===== src/rtl/tile_pkg.sv =====
// Shared types, field layout and default geometry for the layered tile blitter.
package tile_pkg;

   typedef enum logic [2:0] {IDLE, FETCH, WAIT, DRAW, DRAIN, DONE} blit_state_t;

   localparam int unsigned LAYER_FIELD_W   = 11;
   localparam int unsigned LAYER_FIELD_LSB = 10;

   localparam int unsigned DEF_TILE_SIZE = 24;
   localparam int unsigned DEF_MAP_COLS  = 26;
   localparam int unsigned DEF_MAP_ROWS  = 20;
   localparam int unsigned DEF_FB_WIDTH  = 640;

   // Sprite index of layer k inside a 32-bit tile map entry.
   function automatic logic [LAYER_FIELD_W-1:0] layer_idx(input logic [31:0] entry,
                                                          input int unsigned k);
      return entry[LAYER_FIELD_LSB + LAYER_FIELD_W*k +: LAYER_FIELD_W];
   endfunction

endpackage


===== src/rtl/layer_compositor.sv =====
// Tagged accumulator: folds the per-layer ROM colours of one pixel and emits
// the frame-buffer write once the last layer of that pixel has arrived.
module layer_compositor #(
   parameter logic [3:0] BG_IDX          = 4'h0,
   parameter logic [3:0] TRANSPARENT_IDX = 4'h0
)(
   input  logic        clock,
   input  logic        reset,
   input  logic [3:0]  rom_data_i,
   input  logic        tag_vld_i,
   input  logic        tag_layer_i,
   input  logic        tag_last_i,
   input  logic        tag_empty_i,
   input  logic [18:0] tag_addr_i,
   output logic        fb_we_o,
   output logic [18:0] fb_addr_o,
   output logic [3:0]  fb_data_o
);

   logic [3:0]  acc_q, acc_d;
   logic        fb_we_q;
   logic [18:0] fb_addr_q;
   logic [3:0]  fb_data_q;

   // Layer 0 restarts from the background; higher opaque layers overwrite.
   always_comb begin
      acc_d = tag_layer_i ? acc_q : BG_IDX;
      if (!tag_empty_i && (rom_data_i != TRANSPARENT_IDX))
         acc_d = rom_data_i;
   end

   always_ff @(posedge clock or posedge reset) begin
      if (reset) begin
         acc_q     <= '0;
         fb_we_q   <= 1'b0;
         fb_addr_q <= '0;
         fb_data_q <= '0;
      end else begin
         fb_we_q <= tag_vld_i & tag_last_i;
         if (tag_vld_i) begin
            acc_q <= acc_d;
            if (tag_last_i) begin
               fb_data_q <= acc_d;
               fb_addr_q <= tag_addr_i;
            end
         end
      end
   end

   assign fb_we_o   = fb_we_q;
   assign fb_addr_o = fb_addr_q;
   assign fb_data_o = fb_data_q;

endmodule


===== src/rtl/tile_layer_blitter.sv =====
// Walks the tile map, issues one sprite ROM read per layer per pixel and feeds
// the compositor, which writes the frame-buffer page selected by fb_page.
module tile_layer_blitter
   import tile_pkg::*;
#(
   parameter int unsigned TILE_SIZE       = DEF_TILE_SIZE,
   parameter int unsigned MAP_COLS        = DEF_MAP_COLS,
   parameter int unsigned MAP_ROWS        = DEF_MAP_ROWS,
   parameter int unsigned NUM_LAYERS      = 2,
   parameter int unsigned FB_WIDTH        = DEF_FB_WIDTH,
   parameter int unsigned ROM_ADDR_W      = 16,
   parameter logic [3:0]  BG_IDX          = 4'h0,
   parameter logic [3:0]  TRANSPARENT_IDX = 4'h0
)(
   input  logic                  clock,
   input  logic                  reset,
   input  logic                  start,
   output logic                  busy,
   output logic                  done,
   output logic                  fb_page,
   output logic [9:0]            state_ram_addr,
   input  logic [31:0]           state_ram_data,
   output logic [ROM_ADDR_W-1:0] rom_addr,
   input  logic [3:0]            rom_data,
   output logic                  fb_we,
   output logic [18:0]           fb_addr,
   output logic [3:0]            fb_data
);

   localparam int unsigned TILE_AREA = TILE_SIZE * TILE_SIZE;
   localparam int unsigned PW = (TILE_SIZE > 1) ? $clog2(TILE_SIZE) : 1;
   localparam int unsigned XW = (MAP_COLS > 1) ? $clog2(MAP_COLS) : 1;
   localparam int unsigned YW = (MAP_ROWS > 1) ? $clog2(MAP_ROWS) : 1;

   blit_state_t state_q, state_d;
   logic [XW-1:0] tx_q, tx_d;
   logic [YW-1:0] ty_q, ty_d;
   logic [PW-1:0] px_q, px_d;
   logic [PW-1:0] py_q, py_d;
   logic          layer_q, layer_d;
   logic          drain_q, drain_d;
   logic [31:0]   entry_q, entry_d;
   logic          page_q, page_d;

   logic          vld_p1_q, layer_p1_q, last_p1_q, empty_p1_q;
   logic [18:0]   addr_p1_q;

   logic [LAYER_FIELD_W-1:0] idx_cur;
   logic [18:0]   pix_addr;
   logic          layer_last, px_last, py_last, tx_last, ty_last;

   always_comb begin
      idx_cur  = layer_idx(entry_q, 32'(layer_q));
      pix_addr = 19'((32'(ty_q) * TILE_SIZE + 32'(py_q)) * FB_WIDTH
                     + 32'(tx_q) * TILE_SIZE + 32'(px_q));
   end

   assign rom_addr       = ROM_ADDR_W'(32'(idx_cur) * TILE_AREA
                                       + 32'(py_q) * TILE_SIZE + 32'(px_q));
   assign state_ram_addr = 10'(32'(ty_q) * MAP_COLS + 32'(tx_q));

   assign layer_last = (layer_q == 1'(NUM_LAYERS - 1));
   assign px_last    = (px_q == PW'(TILE_SIZE - 1));
   assign py_last    = (py_q == PW'(TILE_SIZE - 1));
   assign tx_last    = (tx_q == XW'(MAP_COLS - 1));
   assign ty_last    = (ty_q == YW'(MAP_ROWS - 1));

   assign busy    = (state_q != IDLE);
   assign done    = (state_q == DONE);
   assign fb_page = page_q;

   always_comb begin
      state_d = state_q;
      tx_d    = tx_q;
      ty_d    = ty_q;
      px_d    = px_q;
      py_d    = py_q;
      layer_d = layer_q;
      drain_d = drain_q;
      entry_d = entry_q;
      page_d  = page_q;
      case (state_q)
         IDLE: begin
            if (start) begin
               state_d = FETCH;
               tx_d    = '0;
               ty_d    = '0;
               px_d    = '0;
               py_d    = '0;
               layer_d = 1'b0;
            end
         end
         FETCH: state_d = WAIT;
         WAIT: begin
            entry_d = state_ram_data;
            state_d = DRAW;
         end
         DRAW: begin
            // Layer is the fastest counter, then px, then py, then the tile.
            if (!layer_last) begin
               layer_d = layer_q + 1'b1;
            end else begin
               layer_d = 1'b0;
               if (!px_last) begin
                  px_d = px_q + 1'b1;
               end else begin
                  px_d = '0;
                  if (!py_last) begin
                     py_d = py_q + 1'b1;
                  end else begin
                     py_d    = '0;
                     state_d = FETCH;
                     if (!tx_last) begin
                        tx_d = tx_q + 1'b1;
                     end else begin
                        tx_d = '0;
                        if (ty_last) begin
                           state_d = DRAIN;
                           drain_d = 1'b0;
                        end else begin
                           ty_d = ty_q + 1'b1;
                        end
                     end
                  end
               end
            end
         end
         DRAIN: begin
            if (drain_q) state_d = DONE;
            else         drain_d = 1'b1;
         end
         DONE: begin
            page_d  = ~page_q;
            state_d = IDLE;
         end
         default: state_d = IDLE;
      endcase
   end

   always_ff @(posedge clock or posedge reset) begin
      if (reset) begin
         state_q    <= IDLE;
         tx_q       <= '0;
         ty_q       <= '0;
         px_q       <= '0;
         py_q       <= '0;
         layer_q    <= 1'b0;
         drain_q    <= 1'b0;
         entry_q    <= '0;
         page_q     <= 1'b0;
         vld_p1_q   <= 1'b0;
         layer_p1_q <= 1'b0;
         last_p1_q  <= 1'b0;
         empty_p1_q <= 1'b0;
         addr_p1_q  <= '0;
      end else begin
         state_q    <= state_d;
         tx_q       <= tx_d;
         ty_q       <= ty_d;
         px_q       <= px_d;
         py_q       <= py_d;
         layer_q    <= layer_d;
         drain_q    <= drain_d;
         entry_q    <= entry_d;
         page_q     <= page_d;
         // Issue tags, aligned with the ROM data returning next cycle.
         vld_p1_q   <= (state_q == DRAW);
         layer_p1_q <= layer_q;
         last_p1_q  <= layer_last;
         empty_p1_q <= (idx_cur == '0);
         addr_p1_q  <= pix_addr;
      end
   end

   layer_compositor #(
      .BG_IDX          (BG_IDX),
      .TRANSPARENT_IDX (TRANSPARENT_IDX)
   ) u_comp (
      .clock       (clock),
      .reset       (reset),
      .rom_data_i  (rom_data),
      .tag_vld_i   (vld_p1_q),
      .tag_layer_i (layer_p1_q),
      .tag_last_i  (last_p1_q),
      .tag_empty_i (empty_p1_q),
      .tag_addr_i  (addr_p1_q),
      .fb_we_o     (fb_we),
      .fb_addr_o   (fb_addr),
      .fb_data_o   (fb_data)
   );

endmodule


===== config.mk =====
export PLATFORM = sky130hd
export DESIGN_NAME = tile_layer_blitter
export DESIGN_NICKNAME = d
export VERILOG_FILES = /design/src/rtl/tile_pkg.sv /design/src/rtl/layer_compositor.sv /design/src/rtl/tile_layer_blitter.sv
export SDC_FILE = /design/constraint.sdc
export NUM_CORES = 1
export LEC_CHECK = 0
export ABC_AREA = 1
export BUFFER_PORTS_ARGS = -buffer_cell sky130_fd_sc_hd__buf_2
export CORE_UTILIZATION = 46
export DETAILED_ROUTE_END_ITERATION = 8
export PLACE_DENSITY = 0.72
export SLEW_MARGIN = 20
export SYNTH_ARGS = -nofsm -noshare
export SYNTH_HDL_FRONTEND = slang
export SYNTH_SLANG_ARGS = --single-unit

===== constraint.sdc =====
create_clock -name clock -period 3.85 [get_ports clock]
set_input_delay 0.77 -clock clock [delete_from_list [all_inputs] [get_ports clock]]
set_output_delay 0.77 -clock clock [all_outputs]
set_load 0.03 [all_outputs]

After elaboration in Yosys (flattened, before gate mapping)
Index checks and enable logic that the tools add are counted.

Register bits: 108. Input port bits: 39. Output and inout bits: 53. Logic and storage cells: 110.

Add/subtract/negate cells: 12. Multipliers: 7. Equal/unequal tests: 17. Shifts and indexed selects: 1. Muxes and demuxes: 38. Bitwise operators: 2. Reduce and logical (&&, ||, !) cells: 16.

Operators by type and width (count): 5-bit 2-to-1 mux (15); 5-bit one-hot mux with 2 select lines (4); 32-bit by 7-bit indexed part select with 11-bit output (1); 5-bit by 2-bit multiplier with 7-bit output, second input constant (3); 3-bit 2-to-1 mux (7); 5-bit by 1-bit adder with 5-bit output, second input constant (4); 5-bit == test, second input constant (4); 19-bit by 10-bit adder with 19-bit output (1); 19-bit by 5-bit adder with 19-bit output (1); 16-bit by 10-bit adder with 16-bit output (1); 16-bit by 5-bit adder with 16-bit output (1); 2-bit inequality test, second input constant (8); 3-bit one-hot mux with 5 select lines (1); 11-bit by 3-bit multiplier with 12-bit output, second input constant (1); 10-bit by 5-bit adder with 11-bit output (1); 11-bit zero test (1); 11-bit by 4-bit multiplier with 10-bit output, second input constant (1); 10-bit by 5-bit adder with 10-bit output (1); 5-bit AND reduction (2); 5-bit by 4-bit multiplier with 9-bit output, second input constant (1); 4-bit 2-to-1 mux (2); 1-bit 2-to-1 mux (7); 7-bit AND reduction (1); 4-bit by 5-bit adder with 6-bit output, first input constant (1); other kinds (18) (23).

Depth between registers and ports, before layout
Depth after elaboration: 7. Mapped depth: 23. Depth with buffers taken out: 23.

Modules after synthesis
From an unflattened synthesis, not the netlist that was laid out.

Cells, all modules: 812. Area total of the unflattened synthesis: 6866.6 um^2.

By module, submodules not included: tile_layer_blitter (times used 1, cells each 674, area each 5684.2 um^2, sequential area each 1751.7 um^2); layer_compositor (times used 1, cells each 138, area each 1182.4 um^2, sequential area each 700.7 um^2).

Worst setup path before layout
Ideal clock, no wire load.

Path kind: reg-to-output. Start: reg ty_q[2]. End: out state_ram_addr[9]. Data arrival time: 2919 ps. Data required time: 3080 ps. Path slack: 161 ps. Cell stages (with the launch flop): 10. Path buffers: 0. Cell sequence: dfrtp_1 ha_1 fa_1 inv_1 fa_1 xnor2_1 nand3_1 nor2_1 nand2_1 xor2_1.

Longest elaborated chain between the ends: 2.

RTL lines: start: declaration (line tile_layer_blitter.sv:37) `logic [YW-1:0] ty_q, ty_d;`; start signal: assignment (line tile_layer_blitter.sv:159) `ty_q <= ty_d;`; 5-bit by 4-bit multiplier with 9-bit output (line tile_layer_blitter.sv:60) `assign state_ram_addr = 10'(32'(ty_q) * MAP_COLS + 32'(tx_q));`; 10-bit by 5-bit adder with 10-bit output (line tile_layer_blitter.sv:60); end: declaration (line tile_layer_blitter.sv:21) `output logic [9:0] state_ram_addr,`.

No other way between the ends.

Worst setup path after layout
Start: reg ty_q[1]. End: out state_ram_addr[9].

The elaborated chain is that of the path after synthesis.

==> summary.md <==
| Metric | Value |
|---|---|
| Sequential-to-total area share from yosys stat | `0.360` |
| Most frequent cells in the layout | `nand2_1 (199), inv_1 (120), dfrtp_1 (93)` |
| Rows | `44` |
| DR vias/cell | `4.96` |
| Cell area after synthesis | `6810 um2` |
| Initial antenna violation count | `0` |
| Sequential power share | `0.480` |
| Gr ovfl total | `0` |
| Initial Util | `0.470` |
| IR drop worst, VDD | `0.000228 V` |
| TritonCTS clock tree | `done` |
| Syn nets | `955` |
| Hold_sp | `addr_p1_q[13]` |
| Top_reg_cell synth | `dfrtp_1` |
| Yosys warns | `0` |
| Arrival @ worst endpoint | `3060 ps` |
| Setup Viol. Count Final | `0` |
| Pwr/cell area | `269 nW/um2` |
| Reg2reg start | `ty_q[1]` |
| Post-synth EDFFs | `0` |
| IO buf count | `81` |
| Core ar. | `14500 um2` |
| Capture point of the worst reg-to-reg path | `addr_p1_q[18]` |
| Pre-antenna DRT Iters | `5` |
| Combinational cell fraction of total power | `0.128` |
| Reg2reg setup slack | `310 ps` |
| Leakage | `4.31 nW` |
| Vias | `5609` |
| DIE AREA | `15300 um2` |
| Commonest non-fill, non-tap cell in the layout | `nand2_1` |
| GPL Wtd Cong | `0.831` |
| Kind of critical path | `flip-flop to output port` |
| Final-stage net count | `1069` |
| Clock Tree Buf Depth | `2` |
| P_sw | `0.595 mW` |
| Worst-margin pin slew | `813 ps` |
| Area grow syn2layout | `19.8%` |
| Die width | `124 um` |
| Clock Skew | `6.90 ps` |
| Met2 Use GR | `0.324` |
| Chip Height | `124 um` |
| Status | `finished clean` |
| Wire per inst | `12.6 um` |
| Mean Syn Cell Area | `8.22 um2` |
| Slew Viols, Final | `0` |
| Clock root cell | `clkbuf_16` |
| Vias in the first global route | `5326` |
| FFs w/ async S/R, synth | `1.00` |
| Initial DRC Count | `273` |
| FMAX | `261 MHz` |
| Clock sink count | `98` |
| Pin count of the biggest net entering global routing | `66` |
| CTS clk-pin slew, worst paths | `70 ps` |
| Final hold slack | `438 ps` |
| Yosys cell types | `41` |
| Sw frac | `0.271` |
| Worst Path Required | `3080 ps` |
| CTS Hold Bufs | `0` |
| Met3 usage | `0.0362` |
| Fin. Hold Viols | `0` |
| Reg2reg path depth | `21` |
| Worst hold stages | `2` |
| Power Internal | `1.60 mW` |
| Met1 usage | `0.274` |
| Hold Crit Endpoint | `u_comp.fb_addr_o[13]` |
| Top Ports | `92` |
| Worst Hold Class | `flip-flop to flip-flop` |
| Final min period | `3830 ps` |
| Largest fanout on the critical path | `4` |
| Post-DRT Antenna Nets | `0` |
| Kind of end point of the critical path | `output port` |
| Share of layout cells above drive strength 1 | `0.212` |
| Grt peak-use layer | `met2` |
| #FFs+latches synth | `98` |
| DRC | `0` |
| Setup crit start kind | `flip-flop` |
| GR Util All Layers | `0.200` |
| Max-Cap Viols | `0` |
| First-pass GRT wire length | `23.9 mm` |
| Clock power frac | `0.393` |
| Ant diodes | `0` |
| H-tree depth | `3` |
| Crit share post-route | `0.994` |
| Total power | `2.19 mW` |
| Cts bufs inserted | `9` |
| Rel. slew slack | `0.458` |
| Cells after Synth | `829` |
| Dpl hpwl | `10.7 mm` |
| RSZ-0062 raised after global routing | `yes` |
| Skew-Pair Late Insertion Delay | `350 ps` |
| Total Wirelength | `14.3 mm` |
## synth_stat cells, types with 2 or more instances
cell type | n | area share
fa_1 | 13 | 0.038
nand4_1 | 12 | 0.011
o21ai_1 | 3 | 0.0022
nand2_4 | 3 | 0.0050
o21a_1 | 3 | 0.0033
o21ai_0 | 54 | 0.040
inv_1 | 124 | 0.068
a21o_1 | 2 | 0.0022
clkbuf_1 | 7 | 0.0039
a21oi_1 | 34 | 0.025
mux2_2 | 12 | 0.020
nor3_1 | 5 | 0.0037
nor2_8 | 2 | 0.0059
a31oi_1 | 2 | 0.0018
nor2_1 | 46 | 0.025
inv_2 | 2 | 0.0011
xor2_1 | 38 | 0.049
nor4_1 | 4 | 0.0037
or2_2 | 5 | 0.0046
nand2_1 | 203 | 0.11
buf_2 | 4 | 0.0029
ha_1 | 74 | 0.14
xnor2_1 | 15 | 0.019
nand3_1 | 44 | 0.032
buf_4 | 5 | 0.0055
dfrtp_1 | 98 | 0.36
## timing repair
item,in CTS,in global routing
resized for setup,19,47
pin swaps,6,21
cloned,0,0
setup endpoints to repair,7,11
buffers inserted,5,11
hold endpoints to repair,0,0
## sequential cells by signal, indices dropped and copies added, names as in the netlist
name	flops
u_comp.fb_addr_o	19
py_q	5
empty_p1_q	1
ty_q	5
drain_q	1
state_q	3
tx_q	5
u_comp.fb_we_o	1
u_comp.acc_q	4
px_q	5
last_p1_q	1
layer_last	1
entry_q	22
vld_p1_q	1
fb_page	1
u_comp.fb_data_o	4
addr_p1_q	19
## power by group through the flow
stage | logic, mW | clock network (mW) | registers (mW)
finish | 0.280 | 0.862 | 1.05
global route | 0.309 | 0.922 | 1.05
CTS | 0.254 | 0.879 | 1.05
detailed placement | 0.243 | 0 | 1.07
global placement | 0.240 | 0 | 1.07
floorplan | 0.168 | 0 | 1.08
## layout make-up
cell class	instances	area, um2
sequential	98	2460
fill	1339	6320
multi-input combinational	589	4000
clock buffer	9	225
timing repair buffer	119	724
clock inverter	6	50.0
tap	184	230
inverter	126	475
## per-stage QoR
stage / worst slack [ps] / area, um2 / TNS, ps / instances / util
after global routing: -117 / 8160 / -355 / 1131 / 0.564
after floorplan: 161 / 6810 / 0 / 829 / -
after CTS: 7.37 / 7900 / 0 / 1120 / 0.546
after global placement: 196 / 7530 / 0 / 1100 / 0.520
final: 23.4 / 8160 / 0 / 1131 / 0.564
after detailed placement: 174 / 7530 / 0 / 1100 / 0.520
## layer usage
metal  wire length [um]  share of wire
met5                  0              0
met4                157          0.011
met3                643          0.045
met2               6630           0.46
met1               6850           0.48
## cells by family after synthesis
family	after synthesis	share of synthesized area
simple gates	332	0.213
fa+ha+maj	87	0.174
flops	98	0.360
xor+xnor	54	0.0705
compound gates	104	0.0810
mux	12	0.0198
buf+inv	142	0.0817
## how the worst max path moves through the flow
stage | start | endpoint | slack, ps | cells past startpoint
after CTS | ty_q[1] | state_ram_addr[9] | 7 | 12
after global placement | ty_q[2] | state_ram_addr[9] | 200 | 10
after global routing | py_q[1] | rom_addr[14] | -120 | 15
after floorplan | ty_q[2] | state_ram_addr[9] | 160 | 9
final | ty_q[1] | state_ram_addr[9] | 20 | 11
after detailed placement | ty_q[1] | addr_p1_q[18] | 170 | 21
## critical path: stages, from the launching register on
cell,delay [ps]
dfrtp_2,460
ha_4,190
buf_6,120
fa_1,550
inv_2,50
fa_2,430
o21ai_1,150
a21oi_1,90
xnor2_1,230
nand2_1,100
xor2_1,160
buf_4,180
Power figures use the tool's default switching activity.
